===== src/rtl/ps2_host_tx.sv =====
// rtl/ps2_host_tx.sv - PS/2 host-to-device command byte transmitter
//
// Sends one command byte to a PS/2 device: it inhibits the clock, requests to
// send, then shifts out d0..d7, odd parity and stop on falling device clocks,
// and finally samples the device ACK.
// The open-collector lines are driven through active-high pull-low enables.
// The tri-state buffers are built at top level.
//
// Ports:
//   clk, rst_n      system clock, asynchronous active-low reset
//   tx_data         command byte, taken when tx_valid && tx_ready
//   tx_valid        send request
//   tx_ready        high only while idle
//   ps2_clk_in      raw PS/2 clock line
//   ps2_data_in     raw PS/2 data line
//   ps2_clk_pull    1 = pull PS/2 clock low
//   ps2_data_pull   1 = pull PS/2 data low
//   busy            high from acceptance until the line-idle wait completes
//   done            one-cycle pulse at the end of every transfer
//   ack_err         with done: NACK or timeout
//   timeout         with done: the abort came from the request-to-ACK timeout
//
// Optional build macro PS2_HOST_TX_RETRY_EN:
//   - a NACK or timeout restarts the frame with the same byte, up to two retries;
//   - done reports only the final outcome.

module ps2_host_tx #(
   parameter int INHIBIT_CYC = 12000,
   parameter int TIMEOUT_CYC = 2000000,
   parameter int FILT_LEN    = 8
) (
   input  logic       clk,
   input  logic       rst_n,
   input  logic [7:0] tx_data,
   input  logic       tx_valid,
   output logic       tx_ready,
   input  logic       ps2_clk_in,
   input  logic       ps2_data_in,
   output logic       ps2_clk_pull,
   output logic       ps2_data_pull,
   output logic       busy,
   output logic       done,
   output logic       ack_err,
   output logic       timeout
);

   // One counter serves both the inhibit phase and the ACK timeout,
   // since those never overlap.
   localparam int MAXC = (INHIBIT_CYC > TIMEOUT_CYC) ? INHIBIT_CYC : TIMEOUT_CYC;
   localparam int CW   = $clog2(MAXC + 1);
   localparam logic [CW-1:0] INH_LAST = CW'(INHIBIT_CYC - 1);
   localparam logic [CW-1:0] TMO_LAST = CW'(TIMEOUT_CYC - 1);

   typedef enum logic [2:0] {
      S_IDLE, S_INHIBIT, S_REQ, S_DATA, S_PARITY, S_STOP, S_ACK, S_WAIT_IDLE
   } state_t;

   state_t        state, state_n;
   logic [7:0]    shreg, shreg_n;
   logic          par, par_n;
   logic [3:0]    bitcnt, bitcnt_n;
   logic          data_pull_q, dpull_n;
   logic [CW-1:0] cnt, cnt_n;
   logic          err_q, err_n;
   logic          tmo_q, tmo_n;
   logic          fail;
`ifdef PS2_HOST_TX_RETRY_EN
   logic [7:0]    byte_q, byte_n;
   logic [1:0]    retry_q, retry_n;
`endif

   // Line filters: the filtered level moves only once every sample agrees.
   logic [FILT_LEN-1:0] clk_sh, data_sh;
   logic                clk_f, data_f, clk_f_q;
   logic                fall;

   always_ff @(posedge clk or negedge rst_n) begin
      if (!rst_n) begin
         clk_sh  <= '1;
         data_sh <= '1;
         clk_f   <= 1'b1;
         data_f  <= 1'b1;
         clk_f_q <= 1'b1;
      end else begin
         clk_sh  <= {clk_sh[FILT_LEN-2:0], ps2_clk_in};
         data_sh <= {data_sh[FILT_LEN-2:0], ps2_data_in};
         if (&clk_sh)
            clk_f <= 1'b1;
         else if (~|clk_sh)
            clk_f <= 1'b0;
         if (&data_sh)
            data_f <= 1'b1;
         else if (~|data_sh)
            data_f <= 1'b0;
         clk_f_q <= clk_f;
      end
   end

   assign fall = clk_f_q & ~clk_f;

   always_ff @(posedge clk or negedge rst_n) begin
      if (!rst_n) begin
         state       <= S_IDLE;
         shreg       <= '0;
         par         <= 1'b0;
         bitcnt      <= '0;
         data_pull_q <= 1'b0;
         cnt         <= '0;
         err_q       <= 1'b0;
         tmo_q       <= 1'b0;
`ifdef PS2_HOST_TX_RETRY_EN
         byte_q      <= '0;
         retry_q     <= '0;
`endif
      end else begin
         state       <= state_n;
         shreg       <= shreg_n;
         par         <= par_n;
         bitcnt      <= bitcnt_n;
         data_pull_q <= dpull_n;
         cnt         <= cnt_n;
         err_q       <= err_n;
         tmo_q       <= tmo_n;
`ifdef PS2_HOST_TX_RETRY_EN
         byte_q      <= byte_n;
         retry_q     <= retry_n;
`endif
      end
   end

   always_comb begin
      state_n  = state;
      shreg_n  = shreg;
      par_n    = par;
      bitcnt_n = bitcnt;
      dpull_n  = data_pull_q;
      cnt_n    = cnt;
      err_n    = err_q;
      tmo_n    = tmo_q;
      fail     = 1'b0;
      done     = 1'b0;
`ifdef PS2_HOST_TX_RETRY_EN
      byte_n   = byte_q;
      retry_n  = retry_q;
`endif
      case (state)
         S_IDLE: begin
            dpull_n = 1'b0;
            if (tx_valid) begin
               shreg_n  = tx_data;
               par_n    = ~^tx_data;
               bitcnt_n = '0;
               cnt_n    = '0;
               err_n    = 1'b0;
               tmo_n    = 1'b0;
`ifdef PS2_HOST_TX_RETRY_EN
               byte_n   = tx_data;
               retry_n  = '0;
`endif
               state_n  = S_INHIBIT;
            end
         end
         S_INHIBIT: begin
            if (cnt == INH_LAST) begin
               // The start bit goes on the line as the clock is released.
               dpull_n = 1'b1;
               cnt_n   = '0;
               state_n = S_REQ;
            end else begin
               cnt_n = cnt + CW'(1);
            end
         end
         S_REQ, S_DATA, S_PARITY, S_STOP, S_ACK: begin
            if (cnt == TMO_LAST) begin
               dpull_n = 1'b0;
               err_n   = 1'b1;
               tmo_n   = 1'b1;
               fail    = 1'b1;
            end else begin
               cnt_n = cnt + CW'(1);
               case (state)
                  S_REQ, S_DATA: begin
                     if (fall) begin
                        if (bitcnt == 4'd8) begin
                           dpull_n = ~par;
                           state_n = S_PARITY;
                        end else begin
                           dpull_n  = ~shreg[0];
                           shreg_n  = shreg >> 1;
                           bitcnt_n = bitcnt + 4'd1;
                           state_n  = S_DATA;
                        end
                     end
                  end
                  S_PARITY: begin
                     if (fall) begin
                        dpull_n = 1'b0;
                        state_n = S_STOP;
                     end
                  end
                  S_STOP: begin
                     if (fall)
                        state_n = S_ACK;
                  end
                  S_ACK: begin
                     // The device holds data low across this clock pulse for ACK.
                     if (clk_f) begin
                        err_n = data_f;
                        tmo_n = 1'b0;
                        if (data_f)
                           fail = 1'b1;
                        else
                           state_n = S_WAIT_IDLE;
                     end
                  end
                  default: ;
               endcase
            end
            if (fail) begin
`ifdef PS2_HOST_TX_RETRY_EN
               if (retry_q != 2'd2) begin
                  retry_n  = retry_q + 2'd1;
                  shreg_n  = byte_q;
                  bitcnt_n = '0;
                  cnt_n    = '0;
                  dpull_n  = 1'b0;
                  err_n    = 1'b0;
                  tmo_n    = 1'b0;
                  state_n  = S_INHIBIT;
               end else begin
                  state_n = S_WAIT_IDLE;
               end
`else
               state_n = S_WAIT_IDLE;
`endif
            end
         end
         S_WAIT_IDLE: begin
            dpull_n = 1'b0;
            if (clk_f && data_f) begin
               done    = 1'b1;
               state_n = S_IDLE;
            end
         end
         default: state_n = S_IDLE;
      endcase
   end

   assign tx_ready      = (state == S_IDLE);
   assign busy          = (state != S_IDLE);
   assign ps2_clk_pull  = (state == S_INHIBIT);
   assign ps2_data_pull = data_pull_q;
   assign ack_err       = done & err_q;
   assign timeout       = done & tmo_q;

endmodule

===== config.mk =====
export PLATFORM = sky130hd
export DESIGN_NAME = ps2_host_tx
export DESIGN_NICKNAME = d
export VERILOG_FILES = /design/src/rtl/ps2_host_tx.sv
export SDC_FILE = /design/constraint.sdc
export NUM_CORES = 1
export LEC_CHECK = 0
export ABC_AREA = 1
export CAP_MARGIN = 20
export CORE_ASPECT_RATIO = 1.4
export CORE_MARGIN = 2
export CORE_UTILIZATION = 54
export CTS_BUF_LIST = sky130_fd_sc_hd__clkbuf_8 sky130_fd_sc_hd__clkbuf_16
export DETAILED_ROUTE_END_ITERATION = 16
export GPL_TIMING_DRIVEN = 1
export PLACE_DENSITY = 0.85
export SLEW_MARGIN = 20
export SYNTH_ARGS = -nofsm -noshare
export SYNTH_HDL_FRONTEND = slang
export SYNTH_SLANG_ARGS = --single-unit

===== constraint.sdc =====
create_clock -name clk -period 1.8 [get_ports clk]
set_clock_uncertainty 0.2 [all_clocks]
set_input_delay 0.27 -clock clk [delete_from_list [all_inputs] [get_ports clk]]
set_output_delay 0.27 -clock clk [all_outputs]
set_load 0.02 [all_outputs]

### Word level (Yosys, flattened, before mapping)

Cells that the tools add are included.

* output and inout bits: 7
* register bits after elaboration: 59
* input bits: 13
* logic and storage cells: 127

* equality and inequality tests: 31
* bitwise operators: 6
* add/subtract/negate cells: 2
* multiplexer cells: 56
* reductions and logical operators: 19

Operators by type and width (count)
* $mux 21: 3
* $pmux 21 s3: 1
* $mux 8: 5
* $mux 3: 11
* $ne 4x4->1 const B: 7
* $pmux 3 s4: 2
* $mux 1: 23
* $add 21x1->21 const B: 1
* $eq 21x14->1 const B: 1
* $eq 21x21->1 const B: 1
* $mux 4: 5
* $pmux 8 s2: 1
* $reduce_and 8->1: 2
* $reduce_or 8->1: 2
* $ne 2x2->1 const B: 7
* $eq 3x3->1 const B: 4
* $reduce_and 10->1: 1
* $ne 3x3->1 const B: 3
* $pmux 4 s2: 1
* $reduce_and 4->1: 2
* $reduce_xnor 8->1: 1
* $eq 3x2->1 const B: 2
* $ne 6x5->1 const B: 1
* $pmux 1 s2: 3
* other kinds (17): 24

### Logic depth before layout (Yosys ltp)

* word-level depth: 7
* depth in mapped cells: 13
* mapped depth without buffers: 13

### Least setup slack after synthesis

Ideal clock, no wire load.

* kind: reg-to-reg
* start point: register state[2]
* end point: register cnt[1]
* path buffers: 2
* required time: 1.483 ns
* period minus slack after synthesis: 1.968 ns
* cell stages (with the launch flop): 13
* setup slack: -0.168 ns
* library setup time: 0.117 ns
* arrival time: 1.651 ns
* path through: dfrtp_1 inv_2 ha_1 inv_1 nand2_2 buf_6 o21ai_2 inv_4 nand2_4 inv_2 buf_4 nand3_1 nand2_1

* cells in the longest elaborated chain, start to end: 4
* elaborated cells between the ends (all ways): 13
* those cells by class: eq/ne (8); mux (1); reduce/logical (4)

Ends and longest elaborated chain
* start, declared: line 58 `state_t state, state_n;`
* start signal, assigned: line 116 `state <= state_n;`
* $eq 3x2->1 / $eq 3x3->1 (equally long branches): line 146 `case (state)`
* $reduce_or 5->1: line 146
* $ne 2x2->1 (no source line) / $reduce_bool 3->1 (equally long branches)
* $reduce_and 3->1 (no source line)
* end signal, assigned: line 121 `cnt <= cnt_n;`
* end, declared: line 63 `logic [CW-1:0] cnt, cnt_n;`

Parallel ways exist; a longest one is shown, timed or not.
A chain may end at the register's enable or synchronous reset.

### Worst setup path in the final report

* start point: register state[2]
* end point: register err_q

* cells in the longest elaborated chain, start to end: 4
* elaborated cells between the ends (all ways): 13
* those cells by class: eq/ne (8); mux (1); reduce/logical (4)

Ends and longest elaborated chain
* $eq 3x2->1, or another cell as far along: line 146
* $reduce_or 5->1: line 146
* $ne 3x3->1 (no source line) / $reduce_bool 2->1 (equally long branches)
* $reduce_and 4->1 (no source line)
* end signal, assigned: line 122 `err_q <= err_n;`
* end, declared: line 64 `logic err_q, err_n;`

Parallel ways exist; a longest one is shown, timed or not.

==> impl_metrics.yaml <==
run_status:
  outcome: "finished, violations left"
  violations: "setup timing"
critical_path:
  cp_max_fo: 7
  ff2ff_setup_slack_ns: -0.24
  max_stage_delay_ns: 0.40
  cp-start-kind: "register"
  reg2reg_depth: 10
  cp-startpoint: "state[2]$_DFFE_PN0P_"
  timing.rr.end: "err_q$_DFFE_PN0P_"
  end_kind: "register"
  endpoint: "err_q$_DFFE_PN0P_"
  critPathKind: "reg -> reg"
  arrival_ns: 2.07
  critPathSlowestCell: "dfrtp_1"
  crit_chain: "inv_2, ha_4, inv_2, nand2_4, buf_4, buf_6, o211ai_1, nand2_4, nand2_2, o21ai_0"
  required_ns: 1.83
  timing.rr.start: "state[2]$_DFFE_PN0P_"
synthesis:
  synth_area_per_cell_sq_um: 7.18
  synthFlopType: "dfrtp_1"
  synth.largest_area_cell: "dfrtp_1"
  syn-cell-area_sq_um: 3700
  ys_warn_count: 0
  syn_inst: 516
  ys_seq_elements: 59
  synth_edf_count: 0
  synth_top_cell_area_share_pct: 27.0
  synthArstFlopShare_pct: 100
  ys_types: 34
  ys_seq_area_share_pct: 40.5
  synth_area_leaders: "dfrtp_1 (27%), nand2_1 (16%), dfstp_2 (13%), inv_1 (6.1%), nor2_1 (6.1%)"
  mappedNetlistNets: 534
placement:
  gp_congestion: 0.997
  place.detailed.hpwl_um: 6960
  place_area_sq_um: 4360
  pre_cts_ws_ns: -0.182
  io_buffers: 19
die:
  die_w_um: 74.0
  fp-row-count: 35
  start_util_pct: 56.0
  io_pins: 20
  dieArea_sq_um: 7550
  chipHeight_um: 102
  core_area_sq_um: 6610
timing:
  final.setup.tns_ns: -7.29
  max_slew_margin_pct: 75.9
  hold_slack_ns: 0.120
  setup_viol: 45
  rsz0062_at_grt: "true"
  tightest_slew_ns: 0.359
  period_minus_slack_ns: 2.04
  timing.fmax_mhz: 490
  hold_viol: 0
  period_share_pct: 113
  fin_ws_ns: -0.240
  drv_slew: 0
routing:
  dr.pass1.iters: 12
  route.detailed.drc: 0
  vias: 4148
  wire_per_inst_um: 18.6
  drt_iter0_drc: 562
  ant_nets: 0
  drt-total-wl_um: 12900
  viasPerCell: 5.97
final_layout:
  fin_nets: 616
  final_area_sq_um: 5080
  layout-drive-gt1-share_pct: 31.0
  insertedDiodeCount: 0
  syn_to_final_growth_pct: 37.2
clock_tree:
  clk_latency_ns: 0.37
  cts_buffers: 9
  clock-root-buffer: "clkbuf_8"
  cts_tree: "done"
  cts.sinks: 59
  h-tree-depth: 3
  clkTransAtPathRegs_ns: 0.09
  ctsLongestPathBuffers: 2
power:
  p_leak_nw: 2.42
  ir_worst_vdd_mv: 1.13
  power.total_mw: 6.73
  powerDensity_nw_per_um2: 1330
run:
  drv_cap: 0
global_routing:
  track_usage_pct: 32.2
  grt_pass1_wl_um: 18400
  grt_max_degree: 60
  antenna_found_initial: 0
  grt_overflow: 0
  grt_pass1_vias: 4083
worst_hold_path:
  min_path_type: "in -> reg"
stage by stage:
step	utilization, %	cells
2_1_floorplan	-	516
6_report	76.8	695
3_3_place_gp	66.0	665
3_5_place_dp	66.0	665
4_1_cts	73.0	690
5_1_grt	76.8	695
cells by family (layout without fill, tap and decap cells):
kind of cell	Yosys count	count (layout)	synth area share, %
AO/OA/AOI/OAI	47	47	7.20
XOR/XNOR	17	17	4.02
adder cells (fa/ha/maj)	5	5	1.69
buffers and inverters	85	170	10.1
flip-flops	59	59	40.5
multiplexers	7	7	1.89
AND/OR/NAND/NOR	296	298	34.6
layer usage:
| metal | vias to the layer above | GRT usage [%] | part of all wire, % |
|---|---|---|---|
| li1 | 1804 | - | - |
| met1 | 1923 | 33.4 | 33 |
| met2 | 296 | 56.6 | 51 |
| met3 | 125 | 6.51 | 6.6 |
| met4 | 0 | 22.8 | 10 |
| met5 | - | 0 | 0 |
cells in the mapped netlist (2+ instances only):
master	n
ha_1	5
nand3_1	41
nor2_2	3
buf_2	9
xnor2_1	8
o21bai_1	3
o21ai_1	10
clkbuf_1	3
mux2i_1	7
buf_6	4
nor3_1	3
xor2_1	9
dfstp_2	19
dfrtp_1	40
nand2_1	160
nand2_2	3
inv_2	4
o211ai_1	5
o21ai_0	20
inv_1	60
buf_4	3
nand4_1	14
nand3_2	4
and3_1	2
a21oi_1	6
nor4_1	4
nor2_1	60
critical path: cells and delay by family, from the launching register on:
family          cells  cell delay, ns
compound gates      2            0.26
flops               1            0.40
simple gates        3            0.34
fa+ha+maj           1            0.23
buf+inv             4            0.47
timing repair:
action / CTS / global route
endpoints found under the hold margin: 59 / 0
resized for setup: 78 / 51
hold buffers: 1 / 0
buffers inserted: 6 / 5
pin swaps: 15 / 11
setup endpoints to repair: 46 / 45
gates cloned: 2 / 1
report_power, final:
| part | internal [mW] | switching (mW) | total, mW |
|---|---|---|---|
| clock network | 0.818 | 0.634 | 1.45 |
| logic | 1.42 | 2.12 | 3.54 |
| registers | 1.56 | 0.188 | 1.74 |
| total | 3.79 | 2.95 | 6.73 |
cell usage in the layout (no fill, tap or decap), types with 9 or more instances in the layout:
| cell | netlist | routed |
|---|---|---|
| inv_2 | 4 | 9 |
| nor2_2 | 3 | 9 |
| o21ai_0 | 20 | 10 |
| clkdlybuf4s50_1 | 0 | 11 |
| nand4_1 | 14 | 14 |
| buf_4 | 3 | 60 |
| nand2_2 | 3 | 15 |
| nor2_1 | 60 | 46 |
| dfrtp_1 | 40 | 39 |
| inv_1 | 60 | 53 |
| nand3_1 | 41 | 36 |
| clkbuf_8 | 0 | 9 |
| nand2_1 | 160 | 144 |
| dfstp_2 | 19 | 19 |
| o21ai_1 | 10 | 17 |
final cells by class:
class | instances | area (sq um)
inverters | 66 | 267
repair buffers | 88 | 779
well taps | 92 | 115
flip-flops and latches | 59 | 1500
clock inverters | 5 | 62.6
fillers | 402 | 1530
multi-input cells | 374 | 2180
clock buffers | 11 | 174
registers in the layout (all words and copies together), names as in the netlist, 3 cells and up:
| name | count |
|---|---|
| bitcnt | 4 |
| state | 3 |
| clk_sh | 8 |
| cnt | 21 |
| data_sh | 8 |
| shreg | 8 |
worst min-delay path by stage:
stage          cells after the start         from                    end  slack [ns]
2_1_floorplan                      0        rst_n  bitcnt[0]$_DFFE_PN0P_       -0.23
3_3_place_gp                       2        rst_n     cnt[7]$_DFFE_PN0P_         0.1
3_5_place_dp                       2        rst_n     cnt[9]$_DFFE_PN0P_         0.1
4_1_cts                            1  ps2_data_in   data_sh[0]$_DFF_PN1_        0.11
5_1_grt                            1   ps2_clk_in    clk_sh[0]$_DFF_PN1_        0.11
6_report                           1  ps2_data_in   data_sh[0]$_DFF_PN1_        0.12
Power figures use the tool's default switching activity.
